**src/rtl/mem_stage.sv**
```systemverilog
// -----------------------------------------------------------------------------
// mem_stage: MEM pipeline stage between EX and WB.
//   Holds one instruction from EX, waits for the data-port response of a
//   memory access issued in EX, applies the load byte/half/unaligned merge and
//   hands a 170-bit bundle to WB. Responses that belong to instructions killed
//   by a WB flush are counted and dropped when they return.
// Ports:
//   clk, resetn           clock, asynchronous active-low reset
//   flush                 WB exception/eret/tlb refetch, kills the stage
//   ws_allowin            WB can accept
//   ms_allowin            this stage can accept
//   es_to_ms_valid/_bus   EX bundle {ld_op[7],mem_req,rt_value[32],wb_bundle[170]}
//   ms_to_ws_valid/_bus   WB bundle, result field replaced by the merged load data
//   data_sram_data_ok     data-port response strobe
//   data_sram_rdata       data-port read data, valid with data_ok
//   stall_ms_bus          {valid&|gr_we, gr_we&{4{valid}}, dest} for ID hazards
//   forward_ms_bus        {valid&ready_go, final result} for ID forwarding
//   ms_load_pending       valid load still waiting for data
//   ms_exc_eret_bus       {tlb_flush,exc,eret_flush} qualified by valid
// -----------------------------------------------------------------------------
module mem_stage #(
    parameter int unsigned ES_TO_MS_BUS_WD = 210,
    parameter int unsigned MS_TO_WS_BUS_WD = 170,
    parameter int unsigned CANCEL_W        = 2
) (
    input  logic                       clk,
    input  logic                       resetn,
    input  logic                       flush,
    input  logic                       ws_allowin,
    output logic                       ms_allowin,
    input  logic                       es_to_ms_valid,
    input  logic [ES_TO_MS_BUS_WD-1:0] es_to_ms_bus,
    output logic                       ms_to_ws_valid,
    output logic [MS_TO_WS_BUS_WD-1:0] ms_to_ws_bus,
    input  logic                       data_sram_data_ok,
    input  logic [31:0]                data_sram_rdata,
    output logic [9:0]                 stall_ms_bus,
    output logic [32:0]                forward_ms_bus,
    output logic                       ms_load_pending,
    output logic [2:0]                 ms_exc_eret_bus
);

    // Field positions inside the EX bundle
    localparam int unsigned RES_LSB    = 32;
    localparam int unsigned RES_MSB    = RES_LSB + 31;
    localparam int unsigned DEST_LSB   = 64;
    localparam int unsigned GRWE_LSB   = 69;
    localparam int unsigned ERET_BIT   = 83;
    localparam int unsigned EXC_BIT    = 99;
    localparam int unsigned TLBF_BIT   = MS_TO_WS_BUS_WD - 1;
    localparam int unsigned RT_LSB     = MS_TO_WS_BUS_WD;
    localparam int unsigned MEMREQ_BIT = RT_LSB + 32;
    localparam int unsigned LDOP_LSB   = MEMREQ_BIT + 1;

    logic                       ms_valid_q, ms_valid_d;
    logic [ES_TO_MS_BUS_WD-1:0] ms_bus_q, ms_bus_d;
    logic                       data_buf_valid_q, data_buf_valid_d;
    logic [31:0]                data_buf_q, data_buf_d;
    logic [CANCEL_W-1:0]        cancel_cnt_q, cancel_cnt_d;

    logic [6:0]  ld_op;
    logic        mem_req;
    logic [31:0] rt_value;
    logic [31:0] alu_result;
    logic [1:0]  addr;
    logic [3:0]  gr_we;
    logic [4:0]  dest;

    logic        cancel_idle;
    logic        resp_take;
    logic        ms_ready_go;
    logic        waiting;
    logic        cancel_inc;
    logic        cancel_dec;
    logic [31:0] mem_rdata;
    logic [7:0]  byte_v;
    logic [15:0] half_v;
    logic [31:0] final_result;

    // Held bundle field decode
    assign ld_op      = ms_bus_q[LDOP_LSB +: 7];
    assign mem_req    = ms_bus_q[MEMREQ_BIT];
    assign rt_value   = ms_bus_q[RT_LSB +: 32];
    assign alu_result = ms_bus_q[RES_LSB +: 32];
    assign addr       = alu_result[1:0];
    assign gr_we      = ms_bus_q[GRWE_LSB +: 4];
    assign dest       = ms_bus_q[DEST_LSB +: 5];

    // A response belongs to the held instruction only when no killed
    // instruction still has a response in flight.
    assign cancel_idle = (cancel_cnt_q == '0);
    assign resp_take   = data_sram_data_ok && cancel_idle;
    assign ms_ready_go = !mem_req || data_buf_valid_q || resp_take;
    assign waiting     = ms_valid_q && mem_req && !data_buf_valid_q;

    // A response arriving in the flush cycle is the killed one's own, so it
    // only becomes a discard if nothing was taken for it this cycle.
    assign cancel_inc  = flush && waiting && !resp_take;
    assign cancel_dec  = data_sram_data_ok && !cancel_idle;

    assign ms_to_ws_valid = ms_valid_q && ms_ready_go;
    assign ms_allowin     = !ms_valid_q || (ms_ready_go && ws_allowin);

    // Next-state logic for stage contents, data buffer and discard counter
    always_comb begin
        ms_valid_d       = ms_valid_q;
        ms_bus_d         = ms_bus_q;
        data_buf_valid_d = data_buf_valid_q;
        data_buf_d       = data_buf_q;
        cancel_cnt_d     = cancel_cnt_q;

        if (cancel_inc && !cancel_dec) begin
            cancel_cnt_d = cancel_cnt_q + CANCEL_W'(1);
        end else if (cancel_dec && !cancel_inc) begin
            cancel_cnt_d = cancel_cnt_q - CANCEL_W'(1);
        end

        if (flush) begin
            ms_valid_d       = 1'b0;
            data_buf_valid_d = 1'b0;
        end else if (ms_allowin) begin
            ms_valid_d       = es_to_ms_valid;
            data_buf_valid_d = 1'b0;
            if (es_to_ms_valid) begin
                ms_bus_d = es_to_ms_bus;
            end
        end else if (waiting && resp_take) begin
            // Data arrived while WB is stalled: keep it for the transfer cycle
            data_buf_valid_d = 1'b1;
            data_buf_d       = data_sram_rdata;
        end
    end

    // Control state
    always_ff @(posedge clk or negedge resetn) begin
        if (!resetn) begin
            ms_valid_q       <= 1'b0;
            data_buf_valid_q <= 1'b0;
            cancel_cnt_q     <= '0;
        end else begin
            ms_valid_q       <= ms_valid_d;
            data_buf_valid_q <= data_buf_valid_d;
            cancel_cnt_q     <= cancel_cnt_d;
        end
    end

    // Payload registers, only meaningful under their valid bits
    always_ff @(posedge clk) begin
        ms_bus_q   <= ms_bus_d;
        data_buf_q <= data_buf_d;
    end

    // Load merge
    assign mem_rdata = data_buf_valid_q ? data_buf_q : data_sram_rdata;

    always_comb begin
        byte_v       = 8'(mem_rdata >> {addr, 3'b000});
        half_v       = addr[1] ? mem_rdata[31:16] : mem_rdata[15:0];
        final_result = alu_result;
        if (ld_op[0]) begin
            final_result = {{24{byte_v[7]}}, byte_v};
        end else if (ld_op[1]) begin
            final_result = {24'd0, byte_v};
        end else if (ld_op[2]) begin
            final_result = {{16{half_v[15]}}, half_v};
        end else if (ld_op[3]) begin
            final_result = {16'd0, half_v};
        end else if (ld_op[4]) begin
            final_result = mem_rdata;
        end else if (ld_op[5]) begin
            case (addr)
                2'd0:    final_result = {mem_rdata[7:0],  rt_value[23:0]};
                2'd1:    final_result = {mem_rdata[15:0], rt_value[15:0]};
                2'd2:    final_result = {mem_rdata[23:0], rt_value[7:0]};
                default: final_result = mem_rdata;
            endcase
        end else if (ld_op[6]) begin
            case (addr)
                2'd0:    final_result = mem_rdata;
                2'd1:    final_result = {rt_value[31:24], mem_rdata[31:8]};
                2'd2:    final_result = {rt_value[31:16], mem_rdata[31:16]};
                default: final_result = {rt_value[31:8],  mem_rdata[31:24]};
            endcase
        end
    end

    assign ms_to_ws_bus    = {ms_bus_q[MS_TO_WS_BUS_WD-1:RES_MSB+1], final_result,
                              ms_bus_q[RES_LSB-1:0]};
    assign stall_ms_bus    = {ms_valid_q && (|gr_we), gr_we & {4{ms_valid_q}}, dest};
    assign forward_ms_bus  = {ms_to_ws_valid, final_result};
    assign ms_load_pending = ms_valid_q && (|ld_op) && !ms_ready_go;
    assign ms_exc_eret_bus = {ms_bus_q[TLBF_BIT], ms_bus_q[EXC_BIT], ms_bus_q[ERET_BIT]}
                             & {3{ms_valid_q}};

    // The discard counter must never wrap
    assert property (@(posedge clk) disable iff (!resetn)
                     !(cancel_inc && !cancel_dec && (&cancel_cnt_q)));

endmodule

```
**config.mk**
```make
export PLATFORM = sky130hd
export DESIGN_NAME = mem_stage
export DESIGN_NICKNAME = d
export VERILOG_FILES = /design/src/rtl/mem_stage.sv
export SDC_FILE = /design/constraint.sdc
export NUM_CORES = 1
export LEC_CHECK = 0
export ABC_AREA = 0
export CAP_MARGIN = 20
export CELL_PAD_IN_SITES_DETAIL_PLACEMENT = 0
export CELL_PAD_IN_SITES_GLOBAL_PLACEMENT = 1
export CORE_ASPECT_RATIO = 1.2
export CORE_MARGIN = 2
export CORE_UTILIZATION = 34
export DETAILED_ROUTE_END_ITERATION = 6
export PLACE_DENSITY = 0.89
export SLEW_MARGIN = 25
export SYNTH_ARGS = -nofsm -noshare
export SYNTH_HDL_FRONTEND = slang
export SYNTH_SLANG_ARGS = --single-unit
```
**constraint.sdc**
```tcl
create_clock -name clk -period 21.3 [get_ports clk]
set_input_delay 4.26 -clock clk [delete_from_list [all_inputs] [get_ports clk]]
set_output_delay 4.26 -clock clk [all_outputs]
set_load 0.01 [all_outputs]
```
=== After elaboration in Yosys (flattened, before gate mapping) ===
Cells that the tools add are included.

* Flip-flop bits (word level): 246
* Input bits: 248
* Logic and storage cells: 66
* Output and inout port bits: 219

* Bitwise gates (word level): 4
* Equal/unequal tests: 2
* Multiplexer cells: 18
* Add/subtract/negate cells: 2
* Shift operators: 1
* Reductions and logical operators: 34

{| class="wikitable"
|+ Operator list
! operator !! count
|-
| 2-to-1 mux 32 bit || 8
|-
| case mux 32 bit (3 select lines) || 2
|-
| >> shifter 32 x 5 -> 8 bit || 1
|-
| 2-to-1 mux 16 bit || 1
|-
| logical AND 1 bit || 14
|-
| zero test 1 bit || 8
|-
| OR reduction 7 bit || 1
|-
| AND reduction 3 bit || 2
|-
| 2-to-1 mux 1 bit || 5
|-
| AND 4 bit || 1
|-
| zero test 2 bit || 2
|-
| 2-to-1 mux 2 bit || 2
|-
| nonzero test 2 bit || 2
|-
| OR reduction 4 bit || 1
|-
| AND 3 bit || 1
|-
| logical OR 1 bit || 3
|-
| nonzero test 3 bit || 1
|-
| adder 2 x 1 -> 2 bit, second input constant || 1
|-
| == test 2 x 1 -> 1 bit, second input constant || 1
|-
| == test 2 bit, second input constant || 1
|-
| NOT 1 bit || 2
|-
| subtractor 2 x 1 -> 2 bit, second input constant || 1
|}

=== Longest topological paths before layout ===
Gate-level depths: netlist (run 1).

* Depth after elaboration: 9
* Depth in mapped cells: 10
* Depth with buffers taken out: 5

=== Worst setup path after synthesis (run 1) ===
OpenSTA, ideal clock, no wires.

* Path type: input port to flip-flop
* Start: input data_sram_data_ok
* End: register ms_bus_q[0] (enable)
* Stages on the path: 3
* Arrival time: 20151 ps
* Setup slack: 59 ps
* Required time: 20210 ps
* Path through: nor3b_1 > o21ai_0 > a211oi_1

* Word-level cells in the longest chain between the ends: 5

{| class="wikitable"
|+ Ends and longest elaborated chain
! what !! RTL line !! source
|-
| start, declared || 35 || <nowiki>input logic data_sram_data_ok,</nowiki>
|-
| logical AND 1 bit || 92 || <nowiki>assign resp_take = data_sram_data_ok && cancel_idle;</nowiki>
|-
| logical OR 1 bit || 93 || <nowiki>assign ms_ready_go = !mem_req || data_buf_valid_q || resp_take;</nowiki>
|-
| logical AND 1 bit || 102 || <nowiki>assign ms_allowin = !ms_valid_q || (ms_ready_go && ws_allowin);</nowiki>
|-
| logical OR 1 bit || 102 ||
|-
| AND reduction 3 bit (no line) || - ||
|-
| end signal, assigned || 149 || <nowiki>ms_bus_q <= ms_bus_d;</nowiki>
|-
| end, declared || 56 || <nowiki>logic [ES_TO_MS_BUS_WD-1:0] ms_bus_q, ms_bus_d;</nowiki>
|}

Every way passes these cells.
A chain may end at the register's enable or synchronous reset.

=== Worst setup path in the final report (run 1) ===
* Start: input data_sram_rdata[15]
* End: output ms_to_ws_bus[49]

* Word-level cells in the longest chain between the ends: 5

{| class="wikitable"
|+ Ends and longest elaborated chain
! what !! RTL line !! source
|-
| start, declared || 36 || <nowiki>input logic [31:0] data_sram_rdata,</nowiki>
|-
| 2-to-1 mux 32 bit (*) || 154 || <nowiki>assign mem_rdata = data_buf_valid_q ? data_buf_q : data_sram_rdata;</nowiki>
|-
| branches (longest 3 deep; another with >> shifter 32 x 5 -> 8 bit) || - ||
|-
| 2-to-1 mux 32 bit (*) || 160 || <nowiki>if (ld_op[0]) begin</nowiki>
|-
| end, declared || 34 || <nowiki>output logic [MS_TO_WS_BUS_WD-1:0] ms_to_ws_bus,</nowiki>
|}

Every way passes the cells marked *.

==> results of run 1 <==
synthesized netlist by cell type (6+ instances only):
cell,instances
a2111oi_0,8
nor2b_1,11
o41ai_1,7
mux2_2,18
mux4_2,9
o21a_1,8
buf_2,6
o22ai_1,13
buf_1,6
mux2i_1,40
a221oi_1,7
a221o_1,18
o21ai_0,40
edfxtp_1,242
nor2_1,60
a222oi_1,6
a21oi_1,56
nand2_1,43
buf_4,180
a211oi_1,6
o211ai_1,13
nand2b_1,10
a2bb2oi_1,7
and2_1,13
clkbuf_1,27
worst paths after layout:
| kind | startpoint | end | slack [ps] |
|---|---|---|---|
| max reg2reg | cancel_cnt_q[0] | ms_bus_q[112] | 18270 |
| min in group asynchronous | resetn | ms_valid_q | 3930 |
| min | ms_bus_q[202] | data_buf_valid_q | 530 |
| max in group asynchronous | resetn | data_buf_valid_q | 17160 |
| max | data_sram_rdata[15] | ms_to_ws_bus[49] | 9850 |
| min reg2reg | ms_bus_q[202] | data_buf_valid_q | 530 |
report_power, final:
part | internal, mW | leakage (nW) | switching (mW)
logic | 0.0994 | 2.87 | 0.0828
clock network | 0.293 | 0.442 | 0.191
registers | 0.554 | 2.29 | 0.00726
total | 0.946 | 5.61 | 0.281
worst register-to-register path, stage by stage, from the launching register on:
cell,delay (ps)
dfrtp_1,450
nor3b_1,550
o21ai_0,320
a211oi_4,350
buf_12,340
buf_16,430
through the flow:
step | hold slack (ps) | util, % | total power [mW] | cells
finish | 531.9 | 48.08 | 1.228 | 1688
global placement | 499.8 | 45.33 | 0.7508 | 1632
CTS | 532.4 | 47.96 | 1.241 | 1682
detailed placement | 520.2 | 45.33 | 0.7533 | 1632
floorplan | 486.4 | - | 0.6639 | 910
global route | 582.3 | 48.06 | 1.270 | 1685
cells by family (layout without fill, tap and decap cells):
group | count (synthesis) | in the layout | share of synthesized area [%]
other | 0 | 5 | 0
AO/OA/AOI/OAI | 209 | 209 | 12.09
flip-flops | 246 | 246 | 61.76
XOR/XNOR | 1 | 1 | 0.07344
AND/OR/NAND/NOR | 160 | 160 | 6.252
buffers and inverters | 227 | 538 | 13.06
multiplexers | 67 | 67 | 6.755
cell usage in the layout (no fill, tap or decap), drive strengths merged, types with 8 or more instances in the layout:
cell type,count
o21a,8
mux2i,40
clkdlybuf4s50,466
clkbuf,31
mux4,9
o211ai,13
buf,17
nand2b,10
nor2,61
edfxtp,242
o22ai,13
o21ai,41
nand2,43
a21oi,56
mux2,18
a221o,18
nor2b,11
and2,15
a2111oi,8
clkinv,11
layer usage:
layer  vias up  GRT usage (%)  routed length, µm
met4        20          7.443               1320
met2       491          38.68              21160
met1      4178          23.71              14420
met3        78          8.552               4458
li1       3858              -                  -
met5         -              0                145
final cells by class:
cell class	instances	area share, %
multi-input combinational	437	18.04
timing repair buffer	483	28.82
inverter	5	0.1121
sequential	246	44.02
tap	462	3.453
clock inverter	19	1.345
clock buffer	31	4.126
antenna	5	0.07475
flip-flops by register name, indices dropped and copies added (netlist names):
signal / flops
cancel_cnt_q: 2
data_buf_q: 32
data_buf_valid_q: 1
ms_bus_q: 210
ms_valid_q: 1
==> metrics.md, run 1 <==
| Metric | Value |
|---|---|
| Status | `finished clean` |
| Clock root buffer | `clkbuf_16` |
| Fill cell count | `3,063` |
| CTS tree | `done` |
| Register area | `7368 µm²` |
| Worst Slack Setup Final | `9847 ps` |
| Syn Std Cell Area | `11,930 µm²` |
| Arr. time, crit path | `7190 ps` |
| Syn avg cell area | `13.11 µm²` |
| CP max stage delay | `810 ps` |
| Worst clock skew | `12.72 ps` |
| ANT nets after route | `0` |
| Power density cells | `73.34 nW/µm²` |
| Routability congestion estimate | `0.8898` |
| Most common cell type on the critical path | `clkdlybuf4s50_1` |
| Die Span X | `175.0 µm` |
| Ys flop type | `edfxtp_1` |
| Critical path's slowest cell | `o41ai_1` |
| Worst Path Required | `17,040 ps` |
| Htree depth | `1` |
| Number of clock buffers inserted by TritonCTS | `27` |
| Syn Inst Count | `910` |
| Drt pass-1 iters | `6` |
| Vias per cell | `5.110` |
| Sequential area share after synthesis | `61.76%` |
| CP delay by family, top | `buffers and inverters` |
| CP Depth | `6` |
| Syn_nets | `1,158` |
| Synth async-reset ratio | `1.626%` |
| Hold path cells | `2` |
| Clock tree buffer depth | `3` |
| DR DRC count | `0` |
| CTS resizes | `0` |
| Placement Cell Area | `15,780 µm²` |
| Synth unique cells | `56` |
| # hold bufs at CTS | `0` |
| Fmax | `87.31 MHz` |
| Slew margin rel. | `33.22%` |
| Unrepaired setup endpoints after global routing | `no` |
| Final Hold Violating Endpoints | `0` |
| Final min period | `11,450 ps` |
| Yosys reg bits | `246` |
| Setup Total Neg Slack | `0 ps` |
| Die area | `36,600 µm²` |
| Clock Latency Late Sink | `540 ps` |
| Slew Viols, Final | `0` |
| PortBufs | `466` |
| Final Cycle Share | `53.77%` |
| Fin nets | `1,448` |
| Global-route wire length before repair | `58.11 mm` |
| Starting DRT DRC Count | `692` |
| Final Setup Violations | `0` |
| Worst-margin pin slew | `1002 ps` |
| Die H | `209.2 µm` |
| Final Cell Area | `16,740 µm²` |
| CP Max Fanout | `9` |
| Leakage power | `5.609 nW` |
| Worst min path class | `reg2reg` |
| # clock sinks | `246` |
| WL final | `41.50 mm` |
| Vias in the first global route | `8,492` |
| Critical path launch point type | `input pin` |
| Top cell type's share of synthesized area | `60.93%` |
| Rows | `75` |
| Top cells by area, synth | `edfxtp_1, buf_4, mux2i_1, a21oi_1, nor2_1` |
| Area growth syn-to-layout | `40.33%` |
| Placement Setup Slack | `9819 ps` |
| Critical setup path kind | `in2out` |
| Worst-path clk slew | `60 ps` |
| Nature of the critical path endpoint | `output pin` |
| Reg2reg path depth | `5` |
| Synth area leader | `edfxtp_1` |
| Initial antenna violation count | `16` |
| Grt ovf | `0` |
| Multi-input gate area | `3020 µm²` |
| Num ports | `467` |
| Core ar. | `34,810 µm²` |
| Setup bufs post-CTS | `0` |
| Layout cell share with drive strength beyond 1 | `7.699%` |
| WP buf/inv | `2` |
| EDFF count, synth | `242` |
| Pin count of the biggest net entering global routing | `189` |
| Max Cap Viol | `0` |
| Avg WL per Cell | `24.59 µm` |
| DPL Wire Length | `32.20 mm` |
| Vias | `8,625` |
| Syn. warnings | `0` |
| VDD IR max | `0.06333 mV` |
| Crit-path cells | `clkdlybuf4s50_1 -> mux4_2 -> o21ai_0 -> or2_2 -> o41ai_1 -> clkdlybuf4s50_1` |
| GRT Total Usage | `21.84%` |
| Initial Util | `34.26%` |
Power figures use the tool's default switching activity.
==> inputs of run 2 (changes only) <==
==> constraint.sdc (replaced) <==
create_clock -name clk -period 11.9 [get_ports clk]
set_input_delay 2.38 -clock clk [delete_from_list [all_inputs] [get_ports clk]]
set_output_delay 2.38 -clock clk [all_outputs]
set_load 0.01 [all_outputs]
==> metrics.md, run 2 (synthesis results as in run 1) <==
| Metric | Value |
|---|---|
| Status | `finished clean` |
| Largest regs | `ms_bus_q x210, data_buf_q x32, cancel_cnt_q x2` |
| Power density cells | `131.2 nW/µm² (+79%)` |
| PortBufs | `466 (unchanged)` |
| CTS resizes | `0 (unchanged)` |
| Grt ovf | `0 (unchanged)` |
| Commonest non-fill, non-tap cell in the layout | `clkdlybuf4s50_1` |
| DPL Wire Length | `32.31 mm (+0.36%)` |
| Final Setup Violations | `0 (unchanged)` |
| Initial antenna violation count | `15 (-1)` |
| Starting DRT DRC Count | `666 (-3.8%)` |
| Global-route wire length before repair | `57.79 mm (-0.55%)` |
| Num ports | `467 (unchanged)` |
| Register area | `7368 µm² (unchanged)` |
| Vias | `8,635 (+0.12%)` |
| Min-delay src | `ms_bus_q[202]` |
| Fin nets | `1,450 (+0.14%)` |
| Worst min path class | `reg2reg` |
| Slew Viols, Final | `0 (unchanged)` |
| NetSw | `0.5014 mW (+78%)` |
| GRT Total Usage | `21.80% (-0.038 points)` |
| Slew margin rel. | `32.57% (-0.65 points)` |
| Critical path launch point type | `input pin` |
| Reg2reg setup slack | `8360 ps (-9910 ps)` |
| Reg2reg end | `ms_bus_q[116]` |
| Fmax | `130.1 MHz` |
| Routability congestion estimate | `0.9232 (+3.8%)` |
| Leakage power | `5.609 nW (about the same)` |
| Pin count of the biggest net entering global routing | `83 (-56%)` |
| Core ar. | `34,810 µm² (unchanged)` |
| Die H | `209.2 µm (unchanged)` |
| Worst Path Required | `9520 ps (-7520 ps)` |
| Net Sw Frac | `22.86% (-0.047 points)` |
| Share of power burned in registers | `45.8% (about the same)` |
| Worst-path clk slew | `60 ps (about the same)` |
| Hold endpoint | `data_buf_valid_q` |
| Vias per cell | `5.103 (-0.12%)` |
| VDD IR max | `0.1183 mV (+87%)` |
| Finished Layout Cells | `1,692 (+0.24%)` |
| Setup Total Neg Slack | `0 ps (unchanged)` |
| Rows | `75 (unchanged)` |
| Avg WL per Cell | `24.42 µm (-0.69%)` |
| Number of flip-flops in the largest register | `210 (unchanged)` |
| Clock root buffer | `clkbuf_16` |
| Worst clock skew | `9.287 ps (-3.432 ps)` |
| Final Cycle Share | `64.57%` |
| Nature of the critical path endpoint | `output pin` |
| Reg-to-reg critical path startpoint | `cancel_cnt_q[0]` |
| WL final | `41.31 mm (-0.46%)` |
| Most frequent cells in the layout | `clkdlybuf4s50_1, edfxtp_1, nor2_1` |
| CTS tree | `done` |
| Final Hold Violating Endpoints | `0 (unchanged)` |
| # clock sinks | `246 (unchanged)` |
| Largest Register | `ms_bus_q` |
| Unrepaired setup endpoints after global routing | `no` |
| Placement Cell Area | `15,790 µm² (about the same)` |
| Worst-margin pin slew | `1011 ps (+9.760 ps)` |
| Drt pass-1 iters | `5 (-1)` |
| Clk pwr share | `39.3% (about the same)` |
| Vias in the first global route | `8,381 (-1.3%)` |
| Setup bufs post-CTS | `0 (unchanged)` |
| Number of clock buffers inserted by TritonCTS | `27 (unchanged)` |
| Arr. time, crit path | `5300 ps (-1890 ps)` |
| Internal power | `1.692 mW (+79%)` |
| Die area | `36,600 µm² (unchanged)` |
| Die Span X | `175.0 µm (unchanged)` |
| Multi-input gate area | `3020 µm² (unchanged)` |
| # hold bufs at CTS | `0 (unchanged)` |
| Layout cell share with drive strength beyond 1 | `7.774% (+0.076 points)` |
| Placed insts | `1,635 (+0.18%)` |
| Critical setup path kind | `in2out` |
| Combinational share of power | `14.8% (about the same)` |
| Htree depth | `1 (unchanged)` |
| DR DRC count | `0 (unchanged)` |
| Clock tree buffer depth | `3 (unchanged)` |
| Final Cell Area | `16,720 µm² (about the same)` |
| Final min period | `7684 ps` |
| Reg2reg path depth | `5 (unchanged)` |
| ANT nets after route | `0 (unchanged)` |
| Area growth syn-to-layout | `40.22% (about the same)` |
| Clock Latency Late Sink | `540 ps (about the same)` |
| Fill cell count | `3,032 (-1.0%)` |
| Initial Util | `34.26% (unchanged)` |
| CP Max Fanout | `9 (unchanged)` |
| Hold path cells | `2 (unchanged)` |
| Max Cap Viol | `0 (unchanged)` |
## run 2: cell count changes in the layout (fill, tap and decap cells not counted), sizes merged
cell / before / now
diode: 5 / 8
buf: 17 / 19
clkinvlp: 2 / 1
## run 2: how the worst max path moves through the flow
stage,endpoint,slack [ps],startpoint,cells past startpoint
floorplan,ms_bus_q[0],3060,data_sram_data_ok,3
finish,ms_to_ws_bus[48],4220,data_sram_rdata[31],6
global placement,ms_to_ws_bus[50],4340,data_sram_rdata[15],6
global route,forward_ms_bus[16],4140,data_sram_rdata[15],6
CTS,ms_to_ws_bus[48],4210,data_sram_rdata[31],6
detailed placement,ms_to_ws_bus[48],4200,data_sram_rdata[31],6
## run 2: per-stage QoR
step / power [mW] / hold slack, ps / setup slack [ps] / utilization (%)
6_report: 2.194 / 531.5 / 4216 / 48.04
5_1_grt: 2.270 / 582.9 / 4137 / 47.99
4_1_cts: 2.218 / 539.0 / 4212 / 47.96
3_5_place_dp: 1.349 / 518.8 / 4203 / 45.35
3_3_place_gp: 1.345 / 492.9 / 4342 / 45.35
2_1_floorplan: 1.175 / 486.4 / 3059 / -
## run 2: area by class of cell
type,instances,share of cell area (%)
timing repair buffer,485,28.76
clock inverter,18,1.302
tap,462,3.456
inverter,5,0.1122
antenna,8,0.1197
clock buffer,31,4.130
sequential,246,44.06
multi-input combinational,437,18.06
## run 2: critical path, stage by stage
cell             delay [ps]
clkdlybuf4s50_1         530
mux4_2                  360
o21ai_0                 120
or2_2                   410
o41ai_1                 810
clkdlybuf4s50_1         680
## run 2: power groups by stage
stage                     sequential, mW  combinational, mW  clock [mW]
after global routing                1.01              0.343       0.919
after CTS                           1.01              0.326       0.886
after global placement              1.02              0.322           0
after floorplan                     1.02              0.151           0
after detailed placement            1.02              0.325           0
final                               1.01              0.325       0.863
## run 2: per-layer routing
metal / global-route usage, % / share of wire [%]
met5: 0 / 0.25
met4: 9.080 / 4.5
met3: 8.133 / 10
met2: 37.41 / 50
met1: 24.29 / 35
==> inputs of run 3 (changes only) <==
==> constraint.sdc (replaced) <==
create_clock -name clk -period 7.62 [get_ports clk]
set_input_delay 1.524 -clock clk [delete_from_list [all_inputs] [get_ports clk]]
set_output_delay 1.524 -clock clk [all_outputs]
set_load 0.01 [all_outputs]
==> metrics.md, run 3 (synthesis results as in run 1) <==
| Metric | Value |
|---|---|
| Htree depth | `1 (unchanged)` |
| Most frequent cells in the layout | `clkdlybuf4s50_1, edfxtp_1, nor2_1` |
| DR DRC count | `11 (+11)` |
| Slew Viols, Final | `0 (unchanged)` |
| Commonest non-fill, non-tap cell in the layout | `clkdlybuf4s50_1` |
| Met1 usage | `24.03% (-0.26 points)` |
| Pin count of the biggest net entering global routing | `136 (+64%)` |
| Combinational share of power | `14.9% (about the same)` |
| Drt pass-1 iters | `7 (+2)` |
| Power Total | `3.395 mW (+55%)` |
| Clock root buffer | `clkbuf_16` |
| Rows | `75 (unchanged)` |
| PortBufs | `466 (unchanged)` |
| GRT Total Usage | `21.80% (about the same)` |
| Final min period | `6045 ps` |
| NetSw | `0.7909 mW (+58%)` |
| ANT nets after route | `0 (unchanged)` |
| Critical path launch point type | `input pin` |
| Final Setup Violations | `0 (unchanged)` |
| CP Max Fanout | `9 (unchanged)` |
| Vias per cell | `5.150 (+0.92%)` |
| Clk pwr share | `38.8% (-0.5 points)` |
| Power density cells | `203.5 nW/µm² (+55%)` |
| Largest Register | `ms_bus_q` |
| Global-route wire length before repair | `58.42 mm (+1.1%)` |
| Fmax | `165.4 MHz` |
| WL final | `41.40 mm (+0.23%)` |
| Slew margin rel. | `32.46% (-0.11 points)` |
| Avg WL per Cell | `24.59 µm (+0.70%)` |
| Max Cap Viol | `0 (unchanged)` |
| Leakage power | `5.581 nW (-0.50%)` |
| Status | `complete, but fails checks` |
| DPL Wire Length | `31.96 mm (-1.1%)` |
| Initial Util | `34.26% (unchanged)` |
| Clock Latency Late Sink | `540 ps (about the same)` |
| GRT met2 Usage | `37.36% (-0.055 points)` |
| Critical setup path kind | `in2out` |
| Net Sw Frac | `23.29% (+0.44 points)` |
| Arr. time, crit path | `4520 ps (-780 ps)` |
| Initial antenna violation count | `16 (+1)` |
| Vias | `8,673 (+0.44%)` |
| Share of power burned in registers | `46.3% (+0.5 points)` |
| Violated checks | `design-rule violations` |
| Number of flip-flops in the largest register | `210 (unchanged)` |
| GRT met3 Usage | `8.406% (+0.27 points)` |
| Vias in the first global route | `8,707 (+3.9%)` |
| Worst Path Required | `6100 ps (-3420 ps)` |
| Grt ovf | `0 (unchanged)` |
| Setup Total Neg Slack | `0 ps (unchanged)` |
| Num ports | `467 (unchanged)` |
| Die area | `36,600 µm² (unchanged)` |
| VDD IR max | `0.2119 mV (+79%)` |
| Worst min path class | `reg2reg` |
| Area growth syn-to-layout | `39.87%` |
| Clock tree buffer depth | `3 (unchanged)` |
| Final Cycle Share | `79.33%` |
| CTS resizes | `0 (unchanged)` |
| Nature of the critical path endpoint | `output pin` |
| Setup bufs post-CTS | `0 (unchanged)` |
| # clock sinks | `246 (unchanged)` |
| Layout cell share with drive strength beyond 1 | `7.737% (-0.038 points)` |
| Final Hold Violating Endpoints | `0 (unchanged)` |
| Finished Layout Cells | `1,684 (-0.47%)` |
| GR peak layer | `met2` |
| Unrepaired setup endpoints after global routing | `no` |
| Die Span X | `175.0 µm (unchanged)` |
| Largest regs | `ms_bus_q x210, data_buf_q x32, cancel_cnt_q x2` |
| Worst clock skew | `10.13 ps (+0.8426 ps)` |
| Number of clock buffers inserted by TritonCTS | `27 (unchanged)` |
| Fin nets | `1,446 (-0.28%)` |
| # hold bufs at CTS | `0 (unchanged)` |
| Routability congestion estimate | `0.9028 (-2.2%)` |
| Die H | `209.2 µm (unchanged)` |
| Placed insts | `1,631 (-0.24%)` |
| Starting DRT DRC Count | `870 (+31%)` |
| Worst-margin pin slew | `1009 ps (-2.040 ps)` |
| CTS tree | `done` |
| Worst-path clk slew | `60 ps (about the same)` |
| Core ar. | `34,810 µm² (unchanged)` |
| Internal power | `2.604 mW (+54%)` |
==> run 3: metrics by stage <==
step	setup WS [ps]	utilization, %	cell area, µm²	hold WS [ps]
floorplan	-210.2	-	11960	486.4
finish	1575	47.92	16680	568.9
global route	1475	47.89	16670	626.3
global placement	1608	45.35	15790	495.1
detailed placement	1560	45.35	15790	546.6
CTS	1569	47.86	16660	567.3
==> run 3: layout make-up <==
| cell class | count | area (µm²) |
|---|---|---|
| timing repair buffer | 481 | 4790 |
| clock inverter | 18 | 196.4 |
| inverter | 5 | 18.77 |
| sequential | 246 | 7368 |
| fill | 3047 | 18130 |
| multi-input combinational | 437 | 3035 |
| clock buffer | 28 | 679.4 |
| tap | 462 | 578.1 |
| antenna | 7 | 17.52 |
==> run 3: final timing paths <==
check                               startpoint               end  slack [ps]  cells after the start
min in group asynchronous               resetn        ms_valid_q        1200                      1
max reg2reg                   data_buf_valid_q      ms_bus_q[92]        4680                      4
max in group asynchronous               resetn  data_buf_valid_q        6210                      1
max                        data_sram_rdata[15]  ms_to_ws_bus[49]        1580                      6
min reg2reg                      ms_bus_q[202]  data_buf_valid_q         570                      2
min                              ms_bus_q[202]  data_buf_valid_q         570                      2
==> run 3: power groups by stage <==
| stage | registers [mW] | logic, mW | clock network [mW] |
|---|---|---|---|
| 4_1_cts | 1.57 | 0.507 | 1.35 |
| 3_3_place_gp | 1.60 | 0.497 | 0 |
| 5_1_grt | 1.58 | 0.533 | 1.40 |
| 3_5_place_dp | 1.60 | 0.505 | 0 |
| 2_1_floorplan | 1.60 | 0.237 | 0 |
| 6_report | 1.57 | 0.506 | 1.32 |
==> run 3: worst max-delay path, stage by stage <==
cell and delay (ps):
clkdlybuf4s50_1 520, mux4_2 350, o21ai_0 150, or2_2 410
o41ai_1 880, clkdlybuf4s50_1 690
==> run 3: metal layers <==
metal  wire length (µm)  vias up
met5                109        -
met4               1790       16
met3               4571      111
met2              20720      564
met1              14220     4132
li1                   -     3850
